===== src/rtl/gpio_pad_pkg.sv =====
// Shared pad drive-mode encodings and the direction FSM state type.
package gpio_pad_pkg;

  localparam logic [2:0] DM_IN  = 3'b001;
  localparam logic [2:0] DM_HIZ = 3'b000;
  localparam logic [2:0] DM_OUT = 3'b110;

  typedef enum logic [1:0] {
    IN_MODE  = 2'd0,
    TURN     = 2'd1,
    OUT_MODE = 2'd2
  } pad_state_e;

  function automatic logic [2:0] dm_of(input pad_state_e s);
    case (s)
      OUT_MODE: dm_of = DM_OUT;
      TURN:     dm_of = DM_HIZ;
      default:  dm_of = DM_IN;
    endcase
  endfunction

endpackage


===== src/rtl/gpio_in_debounce.sv =====
// Pad input 2-flop synchronizer plus optional debounce (GPIO_PAD_CTRL_DEB_EN).
// The level only advances while en is high; otherwise it holds.
module gpio_in_debounce #(
  parameter int unsigned DEB_CYC = 4
) (
  input  logic clk,
  input  logic rst,
  input  logic pad_in,
  input  logic en,
  output logic in_val
);

  logic s1;
  logic sync;
  logic lvl_q;

  if (DEB_CYC < 1 || DEB_CYC > 255) begin : g_deb_range
    $error("DEB_CYC out of range 1..255");
  end

  always_ff @(posedge clk or posedge rst) begin
    if (rst) begin
      s1   <= 1'b0;
      sync <= 1'b0;
    end else begin
      s1   <= pad_in;
      sync <= s1;
    end
  end

`ifdef GPIO_PAD_CTRL_DEB_EN
  logic [7:0] cnt_q;

  // Accept on the edge where the DEB_CYC-th mismatching cycle is counted.
  always_ff @(posedge clk or posedge rst) begin
    if (rst) begin
      cnt_q <= '0;
      lvl_q <= 1'b0;
    end else if (!en || sync == lvl_q) begin
      cnt_q <= '0;
    end else if (cnt_q == 8'(DEB_CYC - 1)) begin
      cnt_q <= '0;
      lvl_q <= sync;
    end else begin
      cnt_q <= cnt_q + 8'd1;
    end
  end

  assign in_val = lvl_q;
`else
  // Pass-through keeps 2-cycle latency; lvl_q only remembers the held level.
  always_ff @(posedge clk or posedge rst) begin
    if (rst) lvl_q <= 1'b0;
    else     lvl_q <= in_val;
  end

  assign in_val = en ? sync : lvl_q;
`endif

endmodule


===== src/rtl/gpio_pad_ctrl.sv =====
// GPIO pad controller: direction FSM with turnaround, pad drive, edge irqs.
// Debounce is enabled by defining GPIO_PAD_CTRL_DEB_EN.
module gpio_pad_ctrl
  import gpio_pad_pkg::*;
#(
  parameter int unsigned DEB_CYC  = 4,
  parameter int unsigned TURN_CYC = 2
) (
  input  logic       clk,
  input  logic       rst,
  input  logic       dir_req,
  input  logic       out_val,
  input  logic       irq_clr,
  input  logic       pad_in,
  output logic       pad_out,
  output logic [2:0] pad_dm,
  output logic       in_val,
  output logic       rise_irq,
  output logic       fall_irq,
  output logic       busy
);

  pad_state_e state_q, state_d;
  logic       tgt_q, tgt_d;
  logic [3:0] turn_q, turn_d;
  logic       prev_q;

  if (TURN_CYC < 1 || TURN_CYC > 15) begin : g_turn_range
    $error("TURN_CYC out of range 1..15");
  end

  always_comb begin
    state_d = state_q;
    tgt_d   = tgt_q;
    turn_d  = turn_q;
    unique case (state_q)
      IN_MODE: if (dir_req) begin
        state_d = TURN;
        tgt_d   = 1'b1;
        turn_d  = '0;
      end
      OUT_MODE: if (!dir_req) begin
        state_d = TURN;
        tgt_d   = 1'b0;
        turn_d  = '0;
      end
      TURN: begin
        // A reversed request mid-turn retargets and restarts the full turn.
        if (dir_req != tgt_q) begin
          tgt_d  = dir_req;
          turn_d = '0;
        end else if (turn_q == 4'(TURN_CYC - 1)) begin
          state_d = tgt_q ? OUT_MODE : IN_MODE;
          turn_d  = '0;
        end else begin
          turn_d = turn_q + 4'd1;
        end
      end
      default: state_d = IN_MODE;
    endcase
  end

  always_ff @(posedge clk or posedge rst) begin
    if (rst) begin
      state_q <= IN_MODE;
      tgt_q   <= 1'b0;
      turn_q  <= '0;
      pad_dm  <= DM_IN;
      busy    <= 1'b0;
      pad_out <= 1'b0;
    end else begin
      state_q <= state_d;
      tgt_q   <= tgt_d;
      turn_q  <= turn_d;
      pad_dm  <= dm_of(state_d);
      busy    <= (state_d == TURN);
      pad_out <= (state_q == OUT_MODE) & out_val;
    end
  end

  gpio_in_debounce #(
    .DEB_CYC (DEB_CYC)
  ) u_in (
    .clk    (clk),
    .rst    (rst),
    .pad_in (pad_in),
    .en     (state_q == IN_MODE),
    .in_val (in_val)
  );

  // Sticky edge flags; a new edge beats a simultaneous clear.
  always_ff @(posedge clk or posedge rst) begin
    if (rst) begin
      prev_q   <= 1'b0;
      rise_irq <= 1'b0;
      fall_irq <= 1'b0;
    end else begin
      prev_q   <= in_val;
      rise_irq <= (in_val & ~prev_q) | (rise_irq & ~irq_clr);
      fall_irq <= (~in_val & prev_q) | (fall_irq & ~irq_clr);
    end
  end

endmodule


===== config.mk =====
export PLATFORM = sky130hd
export DESIGN_NAME = gpio_pad_ctrl
export DESIGN_NICKNAME = d
export VERILOG_FILES = /design/src/rtl/gpio_pad_pkg.sv /design/src/rtl/gpio_in_debounce.sv /design/src/rtl/gpio_pad_ctrl.sv
export SDC_FILE = /design/constraint.sdc
export NUM_CORES = 1
export LEC_CHECK = 0
export CAP_MARGIN = 15
export CORE_MARGIN = 3
export CORE_UTILIZATION = 40
export DETAILED_ROUTE_END_ITERATION = 10
export HOLD_SLACK_MARGIN = 0.03
export PLACE_DENSITY = 0.75
export SLEW_MARGIN = 0
export SYNTH_ARGS = -nofsm -noshare
export SYNTH_HDL_FRONTEND = slang
export SYNTH_SLANG_ARGS = --single-unit

===== constraint.sdc =====
create_clock -name clk -period 2.2 [get_ports clk]
set_input_delay 0.33 -clock clk [delete_from_list [all_inputs] [get_ports clk]]
set_output_delay 0.33 -clock clk [all_outputs]
set_load 0.01 [all_outputs]

==> results of run 1 <==
## logic make-up (layout without fill, tap and decap cells)
logic type	count (synthesis)	in the layout	synth area share (%)
muxes	1	1	1.31
adders and majority gates	4	4	6.56
buffers and inverters	10	24	6.39
DFF	16	16	52.6
xor gates and xnor gates	1	1	2.13
AOI/OAI and AO/OA	12	12	9.67
and+or+nand+nor	32	32	21.3
## Yosys cell counts
cell type and instances:
a21o_1 1, a21oi_1 4, and2_2 1, and3_1 1, buf_4 1, buf_6 1, clkbuf_1 2, dfrtp_1 15
dfstp_2 1, ha_1 4, inv_1 6, mux2i_1 1, nand2_1 9, nand2b_1 2, nand3_1 5, nand3b_1 1
nand4_1 4, nor2_1 5, nor3_1 1, nor3b_1 1, o21ai_0 3, o22ai_1 1, o311ai_0 2, o31ai_1 1
or2_1 1, or4_1 1, xor2_2 1
## layer usage
metal,share of wire (%),wire length (um),GRT usage (%),up-vias
met5,0,0,0,-
met4,0,0,6.91,0
met3,7.5,98,3.02,0
met2,48,628,18.7,25
met1,45,587,14.7,264
li1,-,-,-,292
## final timing paths
path	end	slack (ns)	cells past startpoint
max	in_val	0.18	4
min	u_in.sync	0.36	0
max reg2reg	pad_dm[0]	0.27	7
min reg2reg	u_in.sync	0.36	0
max in group asynchronous	rise_irq	1.42	2
min in group asynchronous	u_in.lvl_q	0.40	2
## sequential cells by signal (all words and copies together), names as in the netlist
| register | flops |
|---|---|
| busy | 1 |
| fall_irq | 1 |
| pad_dm | 2 |
| pad_out | 1 |
| rise_irq | 1 |
| state_q | 2 |
| tgt_q | 1 |
| turn_q | 4 |
| u_in.lvl_q | 1 |
| u_in.s1 | 1 |
| u_in.sync | 1 |
## per-stage QoR
| stage | utilization (%) | hold slack [ns] | instance area, um2 |
|---|---|---|---|
| 4_1_cts | 53.4 | 0.357 | 942 |
| 3_3_place_gp | 51.3 | 0.334 | 906 |
| 5_1_grt | 53.4 | 0.369 | 942 |
| 6_report | 53.4 | 0.356 | 942 |
| 3_5_place_dp | 51.3 | 0.336 | 906 |
| 2_1_floorplan | - | 0.243 | 763 |
## worst reg2reg max path: cells and delay by family (launching register included)
family | cells | cell delay, ns
DFF | 1 | 0.44
adders and majority gates | 2 | 0.36
buffers and inverters | 1 | 0.08
and+or+nand+nor | 3 | 0.79
AOI/OAI and AO/OA | 1 | 0.20
## layout make-up
type                            count  area, um2  share of cell area, %
Timing Repair Buffer               14        138                   14.6
Clock buffer                        4       36.3                   3.85
Sequential cell                    16        402                   42.6
Multi-Input combinational cell     50        313                   33.2
Tap cell                           25       31.3                   3.32
Inverter                            6       22.5                   2.39
## where the power goes
part           leakage, nW  switching [mW]  internal [mW]
logic                0.197           0.168          0.172
clock network       0.0210          0.0902          0.101
registers            0.202          0.0804          0.371
==> summary.md, run 1 <==
| Metric | Value |
|---|---|
| Outcome | `finished clean` |
| Period minus WS final | `2.02 ns` |
| IO Pins | `14` |
| Max-slew violation count | `0` |
| Most frequent cells in the layout | `dfrtp_1 (15), clkdlybuf4s50_1 (13), nand2_1 (9), inv_1 (6)` |
| Pwr dens | `1040 nW/um2` |
| Setup ws final | `0.183 ns` |
| Worst-path cell chain | `nor2_1 -> nand2_1 -> nand2_1 -> clkdlybuf4s50_1` |
| Clk Latency, worst-skew pair | `0.28 ns` |
| Crit path DAT | `1.69 ns` |
| Max-cap violations | `0` |
| Die Area | `2470 um2` |
| Relative slew slack | `60.3%` |
| Setup crit start kind | `register` |
| Initial core utilization | `43.3%` |
| Core area | `1760 um2` |
| Initial antenna violation count | `0` |
| Min-delay worst type | `register to register` |
| Die extent in x | `49.7 um` |
| Synth top area share | `49.2%` |
| Clock sink count | `16` |
| # setup viols final | `0` |
| Routed via count | `581` |
| Fin crit share | `91.7%` |
| Worst setup path startpoint | `state_q[0]` |
| DR iter-0 viols | `13` |
| DRT Pass-1 Iters | `4` |
| Chip height | `49.7 um` |
| CTS Buf Count | `3` |
| Clock buffer depth | `2` |
| Critical Path Max Stage Delay | `0.54 ns` |
| Warnings from Yosys | `0` |
| Largest cells by area after synthesis | `dfrtp_1 (49%), ha_1 (6.6%), nand2_1 (4.4%)` |
| Crit Path Class | `register to output pin` |
| GP Congestion | `0.768` |
| Hold_buf cts | `0` |
| Library cells used by synthesis | `27` |
| Worst-Margin Slew | `0.595 ns` |
| Htree depth | `1` |
| Power, Total | `982 uW` |
| Worst slack at placement | `0.281 ns` |
| Vias in the first global route | `511` |
| Worst path slowest cell | `clkdlybuf4s50_1` |
| Number of port buffers | `13` |
| Dpl cells | `111` |
| WP buf/inv | `1` |
| N_diodes | `0` |
| Fin. Hold Viols | `0` |
| CP most frequent cell | `nand2_1` |
| Non-filler cells, final | `115` |
| Row count | `15` |
| Yosys top cell by area | `dfrtp_1` |
| Post-Synthesis Cells | `76` |
| Number of synthesized register bits | `16` |
| Setup tns final | `0 ns` |
| RSZ-0062 raised after global routing | `no` |
| # fillers | `164` |
| Leak | `0.420 nW` |
| Syn Nets | `86` |
| DR DRC count | `0` |
| Layout area overhead | `23.4%` |
| Fin nets | `101` |
| Layout cells sized above 1 | `8.89%` |
| CTS root buf | `clkbuf_4` |
| DR vias/cell | `5.05` |
| Seq/Total Area, Yosys | `52.6%` |
| Commonest non-fill, non-tap cell in the layout | `dfrtp_1` |
| GRT Total Usage | `11.9%` |
| Achievable frequency | `496 MHz` |
| Global-route wire length before repair | `2.19 mm` |
| WL/cell | `11.4 um` |
| GRT Residual Overflow | `0` |
| CTS tree | `yes` |
| Reg2reg start | `turn_q[1]` |
| WL final | `1.31 mm` |
| Clock Skews | `0.000753 ns` |
| Crit Path Max Fanout | `13` |
| Post-CTS sizing | `0` |
| Worst vdd ir | `444 uV` |
| Post-Syn Area per Cell | `10.0 um2` |
| Setup repair bufs after CTS | `0` |
| HPWL Detailed | `974 um` |
| Crit-path leading delay family | `buffers and inverters` |
| Largest net degree at the start of global routing | `17` |
| Antenna Nets Post-Route | `0` |
| Worst EP required | `1.87 ns` |
| Worst setup EP type | `output pin` |
| Clk slew on worst S/H paths | `0.09 ns` |
| Hold_sp | `u_in.s1` |
| Synth Cell Area | `763 um2` |
(Power assumes the default switching activity.)
==> run 2: changes to the inputs <==
--- a/config.mk
+++ b/config.mk
@@ -5,13 +5,14 @@
 export SDC_FILE = /design/constraint.sdc
 export NUM_CORES = 1
 export LEC_CHECK = 0
-export CAP_MARGIN = 15
+export CAP_MARGIN = 20
 export CORE_MARGIN = 3
 export CORE_UTILIZATION = 40
 export DETAILED_ROUTE_END_ITERATION = 10
 export HOLD_SLACK_MARGIN = 0.03
-export PLACE_DENSITY = 0.75
+export PLACE_DENSITY = 0.74
 export SLEW_MARGIN = 0
 export SYNTH_ARGS = -nofsm -noshare
 export SYNTH_HDL_FRONTEND = slang
+export SYNTH_HIERARCHICAL = 1
 export SYNTH_SLANG_ARGS = --single-unit
==> summary.md, run 2 <==
| Metric | Value |
|---|---|
| Biggest register | `turn_q` |
| GRT Residual Overflow | `0` |
| Post-CTS sizing | `0` |
| Reg2reg start | `turn_q[0]` |
| GP Congestion | `0.824` |
| Clk slew on worst S/H paths | `0.09 ns` |
| Clock sink count | `17` |
| Crit Path Class | `register to output pin` |
| Largest net degree at the start of global routing | `15` |
| Worst vdd ir | `476 uV` |
| Die Area | `2670 um2` |
| Synth top area share | `48.0%` |
| Layout area overhead | `19.8%` |
| Setup ws final | `0.106 ns` |
| CTS Buf Count | `3` |
| Max FFs per register | `4` |
| Fin nets | `101` |
| Number of enable flip-flop cells after synthesis | `0` |
| Pwr dens | `1050 nW/um2` |
| Post-route cell area | `998 um2` |
| Worst setup EP type | `output pin` |
| Clock Skews | `0.00474 ns` |
| Setup tns final | `0 ns` |
| RSZ-0062 raised after global routing | `no` |
| Number of synthesized register bits | `17` |
| Max-cap violations | `0` |
| Worst slack at placement | `0.225 ns` |
| Crit Path Max Fanout | `10` |
| Post-Synthesis Cells | `76` |
| CTS tree | `yes` |
| FF-to-FF path depth | `5` |
| Initial antenna violation count | `0` |
| Syn Nets | `86` |
| DRT Pass-1 Iters | `4` |
| Async S/R FF share, synth | `100%` |
| GRT Total Usage | `12.9%` |
| Warnings from Yosys | `6` |
| Setup repair bufs after CTS | `0` |
| Setup crit start kind | `register` |
| Biggest regs | `turn_q x4, pad_dm x2, state_q x2` |
| Period minus WS final | `2.09 ns` |
| DR vias/cell | `5.36` |
| Clock buffer depth | `2` |
| Row count | `15` |
| Global-route wire length before repair | `2.55 mm` |
| Routed via count | `616` |
| Synth Cell Area | `833 um2` |
| Worst-path cell chain | `nor2_1 -> mux2_4 -> clkdlybuf4s50_1` |
| Clk Latency, worst-skew pair | `0.29 ns` |
| CTS root buf | `clkbuf_4` |
| Max-slew violation count | `0` |
| Worst reg2reg endpoint | `pad_dm[0]` |
| Core area | `1840 um2` |
| N_diodes | `0` |
| Post-Syn Area per Cell | `11.0 um2` |
| WL final | `1.43 mm` |
| Die extent in x | `51.6 um` |
| Initial core utilization | `45.3%` |
| Crit path DAT | `1.76 ns` |
| Hold_buf cts | `0` |
| Layout cells sized above 1 | `11.1%` |
| Seq/Total Area, Yosys | `51.2%` |
| Fin. Hold Viols | `0` |
| Worst-Margin Slew | `0.524 ns` |
| HPWL Detailed | `1.07 mm` |
| Yosys top cell by area | `dfrtp_1` |
| Most frequent cells in the layout | `dfrtp_1 (16), clkdlybuf4s50_1 (13), inv_1 (8), o21ai_0 (5), nand3_1 (5)` |
| Count leader, synth | `dfrtp_1` |
| DR iter-0 viols | `20` |
| Antenna Nets Post-Route | `0` |
| Chip height | `51.6 um` |
| Critical Path Max Stage Delay | `0.48 ns` |
| Fin crit share | `95.2%` |
| Placed inst area | `971 um2` |
| Number of port buffers | `13` |
| Leak | `0.463 nW` |
| Vias in the first global route | `619` |
| Worst path slowest cell | `dfrtp_1` |
| Outcome | `finished clean` |
| WL/cell | `12.4 um` |
| # setup viols final | `0` |
| Relative slew slack | `65.1%` |
| Achievable frequency | `478 MHz` |
| Min-delay worst type | `input port to async pin` |
| Reg2reg setup slack | `0.55 ns` |
| Largest cells by area after synthesis | `dfrtp_1 (48%), ha_1 (6.0%), inv_1 (3.6%)` |
| Library cells used by synthesis | `31` |
| Commonest non-fill, non-tap cell in the layout | `dfrtp_1` |
| Primary FF master, synth | `dfrtp_1` |
| IO Pins | `14` |
| Top cells by count, synth | `dfrtp_1 (16), inv_1 (8), nand3_1 (5), o21ai_0 (5), ha_1 (4)` |
| Htree depth | `1` |
| Worst EP required | `1.87 ns` |
| DR DRC count | `0` |
run 2: kinds of logic after synthesis:
| family | Yosys count | share of synthesized area [%] |
|---|---|---|
| AND/OR/NAND/NOR | 27 | 19.7 |
| flip-flops | 17 | 51.2 |
| AO/OA/AOI/OAI | 14 | 12.0 |
| buffers and inverters | 12 | 7.36 |
| adder cells (fa/ha/maj) | 4 | 6.01 |
| XOR/XNOR | 1 | 1.95 |
| multiplexers | 1 | 1.80 |
run 2: metal layers:
layer / GRT usage (%) / up-vias / wire length (um)
li1: - / 297 / -
met1: 15.1 / 300 / 609
met2: 21.6 / 14 / 718
met3: 2.01 / 5 / 55
met4: 8.73 / 0 / 43
met5: 0 / - / 0
run 2: stage by stage:
stage	instances	utilization [%]	power, mW	hold slack [ns]
after floorplan	76	-	0.741	0.0836
after global placement	111	52.8	0.883	0.333
after CTS	115	54.3	1.07	0.209
final	115	54.3	1.05	0.220
after global routing	115	54.3	1.14	0.254
after detailed placement	111	52.8	0.897	0.346
run 2: critical path: cells and delay by family, from the launching register on:
kind,cells,cell delay (ns)
and+or+nand+nor,1,0.17
muxes,1,0.34
DFF,1,0.48
buffers and inverters,1,0.48
run 2: power by group:
group	internal (mW)	switching, mW
combinational	0.220	0.193
clock	0.0677	0.0988
sequential	0.406	0.0661
total	0.694	0.358
run 2: final cells by class:
cell class,instances,area (um2)
Multi-Input combinational cell,47,345
Clock inverter,1,5.00
Clock buffer,3,22.5
Tap cell,25,31.3
Inverter,8,30.0
Fill cell,177,841
Sequential cell,17,427
Timing Repair Buffer,14,138
run 2: worst max-delay path by stage:
stage,depth (start not counted),endpoint,start
CTS,3,in_val,state_q[1]
global placement,5,busy,dir_req
floorplan,5,pad_dm[0],turn_q[0]
finish,3,in_val,state_q[1]
global route,3,in_val,state_q[1]
detailed placement,5,busy,dir_req
